==> config.mk <==
export PLATFORM = sky130hd
export DESIGN_NAME = port_bus_arbiter
export DESIGN_NICKNAME = d
export VERILOG_FILES = /design/src/rtl/port_bus_arbiter.sv
export SDC_FILE = /design/constraint.sdc
export NUM_CORES = 1
export LEC_CHECK = 0
export ABC_AREA = 1
export BUFFER_PORTS_ARGS = -buffer_cell sky130_fd_sc_hd__buf_2
export CORE_AREA = 2 2 195 197
export CTS_BUF_LIST = sky130_fd_sc_hd__clkbuf_4 sky130_fd_sc_hd__clkbuf_8 sky130_fd_sc_hd__clkbuf_16
export DETAILED_ROUTE_END_ITERATION = 10
export DIE_AREA = 0 0 197 199
export MAX_ROUTING_LAYER = met4
export PLACE_DENSITY = 0.65
export SETUP_SLACK_MARGIN = 0.4
export SYNTH_ARGS = -nofsm -noshare
export SYNTH_HDL_FRONTEND = slang
export SYNTH_SLANG_ARGS = --single-unit
==> constraint.sdc <==
create_clock -name clk -period 1.6 [get_ports clk]
set_clock_uncertainty 0.15 [all_clocks]
set_input_delay 0.24 -clock clk [delete_from_list [all_inputs] [get_ports clk]]
set_output_delay 0.24 -clock clk [all_outputs]
set_load 0.03 [all_outputs]
==> src/rtl/port_bus_arbiter.sv <==
// Two-master arbiter onto 16 byte-wide I/O ports: round-robin grant, a 3-state
// access FSM, per-port input synchronizers with change flags, registered outputs.

module port_bus_lane (
    input  logic       clk,
    input  logic       reset,
    input  logic [7:0] port_in,
    input  logic       set_ok,
    input  logic       wr_en,
    input  logic [7:0] wdata,
    input  logic       rd_clr,
    output logic [7:0] sync_data,
    output logic [7:0] port_out,
    output logic       chg
);
    logic [7:0] meta;

    always_ff @(posedge clk or negedge reset) begin
        if (!reset) begin
            meta      <= 8'h00;
            sync_data <= 8'h00;
            port_out  <= 8'h00;
            chg       <= 1'b0;
        end else begin
            meta      <= port_in;
            sync_data <= meta;
            if (wr_en)
                port_out <= wdata;
            // a change landing on the read edge must not be lost, so set beats clear
            if (set_ok && (meta != sync_data))
                chg <= 1'b1;
            else if (rd_clr)
                chg <= 1'b0;
        end
    end
endmodule

module port_bus_arbiter (
    input  logic             clk,
    input  logic             reset,
    input  logic             m0_req,
    input  logic             m1_req,
    input  logic             m0_we,
    input  logic             m1_we,
    input  logic [3:0]       m0_addr,
    input  logic [3:0]       m1_addr,
    input  logic [7:0]       m0_wdata,
    input  logic [7:0]       m1_wdata,
    output logic             m0_ack,
    output logic             m1_ack,
    output logic [7:0]       rdata,
    output logic             busy,
    input  logic [15:0][7:0] port_in_data,
    output logic [15:0][7:0] port_out_data,
    output logic [15:0]      chg
);
    typedef enum logic [1:0] {IDLE = 2'd0, ACCESS = 2'd1, ACK = 2'd2} state_t;

    state_t           state, state_next;
    logic [1:0]       req, pend, eff;
    logic             win, gnt, last_grant, grant_fire;
    logic             t_we;
    logic [3:0]       t_addr;
    logic [7:0]       t_wdata;
    logic [1:0]       sync_vld;
    logic [15:0][7:0] sync_data;
    logic [15:0]      wr_en, rd_clr;

    assign req        = {m1_req, m0_req};
    assign eff        = req | pend;
    assign win        = (eff == 2'b11) ? ~last_grant : eff[1];
    assign grant_fire = (state == IDLE) && (eff != 2'b00);

    always_ff @(posedge clk or negedge reset) begin
        if (!reset) state <= IDLE;
        else        state <= state_next;
    end

    always_comb begin
        state_next = state;
        m0_ack     = 1'b0;
        m1_ack     = 1'b0;
        busy       = 1'b1;
        case (state)
            IDLE: begin
                busy = 1'b0;
                if (eff != 2'b00) state_next = ACCESS;
            end
            ACCESS: state_next = ACK;
            ACK: begin
                state_next = IDLE;
                m0_ack     = ~gnt;
                m1_ack     = gnt;
            end
            default: state_next = IDLE;
        endcase
    end

    always_ff @(posedge clk or negedge reset) begin
        if (!reset) begin
            gnt        <= 1'b0;
            last_grant <= 1'b1;
            pend       <= 2'b00;
            t_we       <= 1'b0;
            t_addr     <= 4'h0;
            t_wdata    <= 8'h00;
            rdata      <= 8'h00;
            sync_vld   <= 2'b00;
        end else begin
            // compare only once the second stage holds a value sampled after reset
            sync_vld <= {sync_vld[0], 1'b1};
            if (grant_fire) begin
                gnt        <= win;
                last_grant <= win;
                pend       <= 2'b00;
                t_we       <= win ? m1_we    : m0_we;
                t_addr     <= win ? m1_addr  : m0_addr;
                t_wdata    <= win ? m1_wdata : m0_wdata;
            end else if (state != IDLE) begin
                // the granted master still holds req; only the other one is queued
                pend <= pend | (req & (gnt ? 2'b01 : 2'b10));
            end
            if ((state == ACCESS) && !t_we)
                rdata <= sync_data[t_addr];
        end
    end

    for (genvar i = 0; i < 16; i++) begin : g_lane
        assign wr_en[i]  = (state == ACCESS) &&  t_we && (t_addr == 4'(i));
        assign rd_clr[i] = (state == ACCESS) && !t_we && (t_addr == 4'(i));

        port_bus_lane u_lane (
            .clk       (clk),
            .reset     (reset),
            .port_in   (port_in_data[i]),
            .set_ok    (sync_vld[1]),
            .wr_en     (wr_en[i]),
            .wdata     (t_wdata),
            .rd_clr    (rd_clr[i]),
            .sync_data (sync_data[i]),
            .port_out  (port_out_data[i]),
            .chg       (chg[i])
        );
    end
endmodule

* Word level (Yosys, flattened, before mapping) *
Index checks and enable logic that the tools add are counted.

operators by class
  $lt $le $gt $ge = 1
  equal/unequal tests = 35
  mux-type cells = 46
  bitwise logic cells = 5
  reduce and logical (&&, ||, !) cells = 73

operator list
  kind                                                         number
  != test 8 bit                                                16
  logical AND 1 bit                                            51
  nonzero test 2 bit                                           19
  2-to-1 mux 1 bit                                             37
  binary-select mux 8 bit (select 4 bit)                       1
  == test 4 bit (second input constant)                        8
  == test 4 x 3 -> 1 bit (second input constant)               4
  2-to-1 mux 8 bit                                             2
  == test 4 x 2 -> 1 bit (second input constant)               2
  2-to-1 mux 2 bit                                             4
  less-than comparator 4 x 5 -> 1 bit (second input constant)  1
  == test 2 bit (second input constant)                        2
  == test 4 x 1 -> 1 bit (second input constant)               1
  zero test 4 bit                                              1
  2-to-1 mux 4 bit                                             1
  bitwise OR 2 bit                                             2
  one-hot mux 2 bit (2 select lines)                           1
  AND 2 bit                                                    1
  == test 2 x 1 -> 1 bit (second input constant)               1
  zero test 2 bit                                              1
  != test 2 x 1 -> 1 bit (second input constant)               1
  inverter 1 bit                                               2
  zero test 1 bit                                              1

word-level totals
  logic and storage cells = 233
  flip-flop bits (word level) = 429
  output and inout port bits = 155

* Depth between registers and ports, before layout *
  word-level depth = 5
  depth in mapped cells = 11
  gate-level depth less buffers = 9

* Modules after synthesis *
Synthesis repeated with hierarchy kept, for this count alone.

second synthesis, totals
  cells, all modules = 1558
  area total of the unflattened synthesis = 17187.7 um2

by module, submodules not included
  module            seq. area each (um2)  instances  cells an instance  area an instance (um2)
  port_bus_lane     625.6                 16         65                 898.4
  port_bus_arbiter  726.9                 1          518                2813.9

* Worst setup path after synthesis *
No wires, ideal clock.

  path type = reg2reg
  from = register state[1]
  to = register t_wdata[1]
  path slack = -0.010 ns
  arrival = 1.325 ns
  path buffers = 1
  setup time = 0.134 ns
  stages on the path, launching flop included = 6
  cell sequence = dfrtp_1 -> nor2_1 -> inv_1 -> a21oi_1 -> clkbuf_1 -> o22ai_1

on the way
  longest elaborated chain between the ends = 2

RTL lines
  item                    line  text
  start, declared         59    state_t state, state_next;
  start signal, assigned  76    else state <= state_next;
  zero test 2 bit         72    assign grant_fire = (state == IDLE) && (eff != 2'b00);
  logical AND 1 bit       72
  end signal, assigned    118   t_wdata <= win ? m1_wdata : m0_wdata;
  end, declared           64    logic [7:0] t_wdata;

No other way between the ends.
A chain may end at the register's enable or synchronous reset.

* Worst setup path after layout *
  from = register state[1]
  to = register g_lane[9].u_lane.port_out[0]

on the way
  longest elaborated chain between the ends = 3

RTL lines
  item                            line  text
  == test 2 x 1 -> 1 bit          129   assign wr_en[i] = (state == ACCESS) && t_we && (t_addr == 4'(i));
  logical AND 1 bit (2 in a row)  129
  end signal, assigned            28    port_out <= wdata;
  end, declared                   13    output logic [7:0] port_out,

No other way between the ends.

==> flow_summary_export.csv <==
group,metric,value,unit
cts,clk_path_buf_depth,3,
yosys,syn_nets,1860,
cts,clock_latency,0.58,ns
yosys,synth_top_area_share,64.9,%
yosys,synth_edf_count,0,
power,p_switching,20.6,mW
placed_design,dp.cells,2496,
yosys,ys.flop_type,"dfrtp_1",
sta,hold_violations,3,
yosys,synthMostInstantiatedCell,"nand2_1",
cts,cts-root-buf,"clkbuf_16",
setup_path,worstSetupStartpointType,"flip-flop",
floorplan,core_area,37100,µm²
power,comb_power_share,49.6,%
finish,syn_to_final_growth,67.4,%
power,p_seq_share,28.5,%
detailed_routing,wl_met3,4.16,mm
detailed_routing,routedWlPerCell,21.7,µm
setup_path,crit_arrival,2.17,ns
power,p_clk_share,22.0,%
detailed_routing,num_vias,15379,
worst_hold_path,min_to,"pend[0]",
setup_path,rrSetupSlack,-0.28,ns
detailed_routing,avgViaCountPerCell,5.21,
setup_path,cp_max_fo,8,
yosys,synthesis.area,16500,µm²
setup_path,cp.required,1.89,ns
detailed_routing,dr_wl_met2,31.3,mm
yosys,yosysSeqAreaShare,65.0,%
power,peakVddDrop,0.00108,V
detailed_routing,wirelength,64.1,mm
worst_hold_path,hp-start,"m0_req",
placed_design,io_buffers,312,
sta,rsz0062_at_grt,"true",
yosys,synth_cell_types,30,
cts,clk_pin_slew,0.07,ns
cts,clock_sinks,429,
power,p_total,51.9,mW
status,violations,"hold timing, setup timing",
finish,drive_gt1_share,44.9,%
yosys,ys_ff_latch,429,
cts,cts_buffers,46,
power,switching_share,39.6,%
finish,fin_cells,2952,
floorplan,ios,313,
yosys,synth_cells,1702,
sta,finalCriticalPeriod,1.88,ns
power,powerDensity,1880,nW/µm²
worst_hold_path,min_path_cells,3,
detailed_routing,drt_iter0_markers,852,
setup_path,rr_worst_depth,9,
grt,track_usage,30.7,%
cts,h-tree-depth,2,
grt,grt_max_degree,66,
grt,grt_remaining_overflow,0,
setup_path,cp-end-kind,"flip-flop",
run,maxCapViolCount,0,
yosys,yosysWarnings,0,
cts,cts_tree,"built",
placed_design,gp_congestion,0.917,
cts,cts_hold_buf,155,
sta,slew_viol_final,0,
sta,fin_hold_ws,-0.0986,ns
sta,fin_crit_sh,118,%
power,p_int,31.3,mW
sta,fmax,531,MHz
yosys,synthTopCellsByCount,"nand2_1, dfrtp_1, inv_1",
yosys,yosysTopAreaCell,"dfrtp_1",
floorplan,die_height,199,µm
floorplan,start_util,44.5,%
detailed_routing,met1_length,24.5,mm
power,leakage,13.5,nW
status,outcome,"finished, violations left",
setup_path,r2r-end,"g_lane[9].u_lane.port_out[0]",
yosys,avgSynthCellArea,9.70,µm²
floorplan,dieArea,39200,µm²
sta,setup_viol,173,
setup_path,timing.rr.start,"state[1]",
floorplan,num_rows,71,
setup_path,critical_path_class,"reg2reg",
detailed_routing,drtPass1Iterations,7,
yosys,ys_async_sr_fraction,100,%
detailed_routing,final_antenna_net_count,0,
grt,grt_pass1_vias,15543,
finish,nNetsFinal,2601,
sta,setup_ws,-0.283,ns
grt,antenna_found_initial,1,
yosys,synth.area.top_cells,"dfrtp_1, nand2_1, inv_1, o21ai_1, nor2_1",
grt,grt_pass1_wl,88.3,mm
detailed_routing,drcViolationCount,0,
detailed_routing,top_layer,"met4",
floorplan,die_w,197,µm
placed_design,dp_hpwl,33.3,mm
worst_hold_path,hp-class,"in2reg",
==> sequential cells by signal, indices dropped and copies added (netlist names) <==
signal and cells:
pend 2, t_wdata 8, g_lane.u_lane.meta 128, gnt 1, rdata 8, state 2
g_lane.u_lane.chg 16, t_addr 4, sync_vld 2, t_we 1, last_grant 1, g_lane.u_lane.port_out 128
g_lane.u_lane.sync_data 128
==> per-layer routing <==
layer,vias to the layer above,global-route usage [%]
met5,-,-
met4,0,14.5
met3,282,5.66
met2,735,49.6
met1,7540,37.8
li1,6822,-
==> stage by stage <==
stage	TNS [ns]	utilization (%)	area, µm²	worst slack (ns)
2_1_floorplan	0	-	16800	0.0795
3_3_place_gp	-4.00	52.0	19300	-0.135
3_5_place_dp	-6.55	52.0	19300	-0.141
4_1_cts	-11.86	69.7	25900	-0.248
5_1_grt	-37.17	74.5	27600	-0.369
6_report	-29.03	74.5	27700	-0.283
==> worst max-delay path, cell delays in order (launching register included) <==
cell	delay, ns
dfrtp_2	0.45
buf_6	0.13
nor2_4	0.11
nand2_4	0.10
buf_12	0.15
inv_12	0.08
buf_12	0.13
nand4_4	0.19
nand2_1	0.14
o21ai_1	0.09
==> power groups by stage <==
stage                     Combinational [mW]  Sequential (mW)  Clock, mW
final                                   25.7             14.8       11.4
after global placement                  13.5             14.2          0
after CTS                               21.1             14.5       11.4
after detailed placement                13.7             14.3          0
after global routing                    26.7             14.9       12.1
after floorplan                         5.75             16.7          0
==> worst max-delay path by stage <==
stage	startpoint	endpoint	slack, ns	cells past startpoint
global route	state[1]	g_lane[9].u_lane.port_out[0]	-0.37	9
CTS	state[0]	busy	-0.25	4
detailed placement	t_addr[0]	g_lane[6].u_lane.port_out[5]	-0.14	7
floorplan	state[0]	g_lane[6].u_lane.port_out[5]	0.08	9
global placement	t_addr[0]	g_lane[4].u_lane.port_out[0]	-0.13	7
finish	state[1]	g_lane[9].u_lane.port_out[0]	-0.28	9
==> cell families after synthesis <==
kind of cell	share of synthesized area, %
and+or+nand+nor	21.4
DFF	65.0
buffers and inverters	5.58
AOI/OAI and AO/OA	5.45
xor gates and xnor gates	2.55
other	0.0227
==> final cells by class <==
type	instances	area, µm²
antenna	2	5.00
multi-input combinational	1073	6780
clock inverter	12	191
timing repair buffer	750	7330
fill	2276	9480
sequential	429	10700
clock buffer	69	1420
timing repair inverter	1	16.3
inverter	142	576
tap	474	593
==> cell usage in the layout, fill, tap and decap left out, types with 54 or more instances in the layout <==
| master | n |
|---|---|
| nand2_2 | 103 |
| buf_2 | 156 |
| clkbuf_16 | 54 |
| or2_2 | 58 |
| buf_6 | 177 |
| inv_1 | 123 |
| o21ai_1 | 54 |
| nand2_4 | 60 |
| nor2_1 | 93 |
| nand2_1 | 404 |
| dfrtp_1 | 420 |
| o21ai_2 | 85 |
| dlygate4sd3_1 | 155 |
| buf_4 | 186 |
==> repair_timing <==
item | in CTS | in global routing
resized for setup | 598 | 277
hold endpoints to repair | 571 | 2
buffers inserted | 110 | 75
gates cloned | 27 | 6
pin swaps | 63 | 81
setup endpoints to repair | 323 | 323
Power figures use the tool's default switching activity.
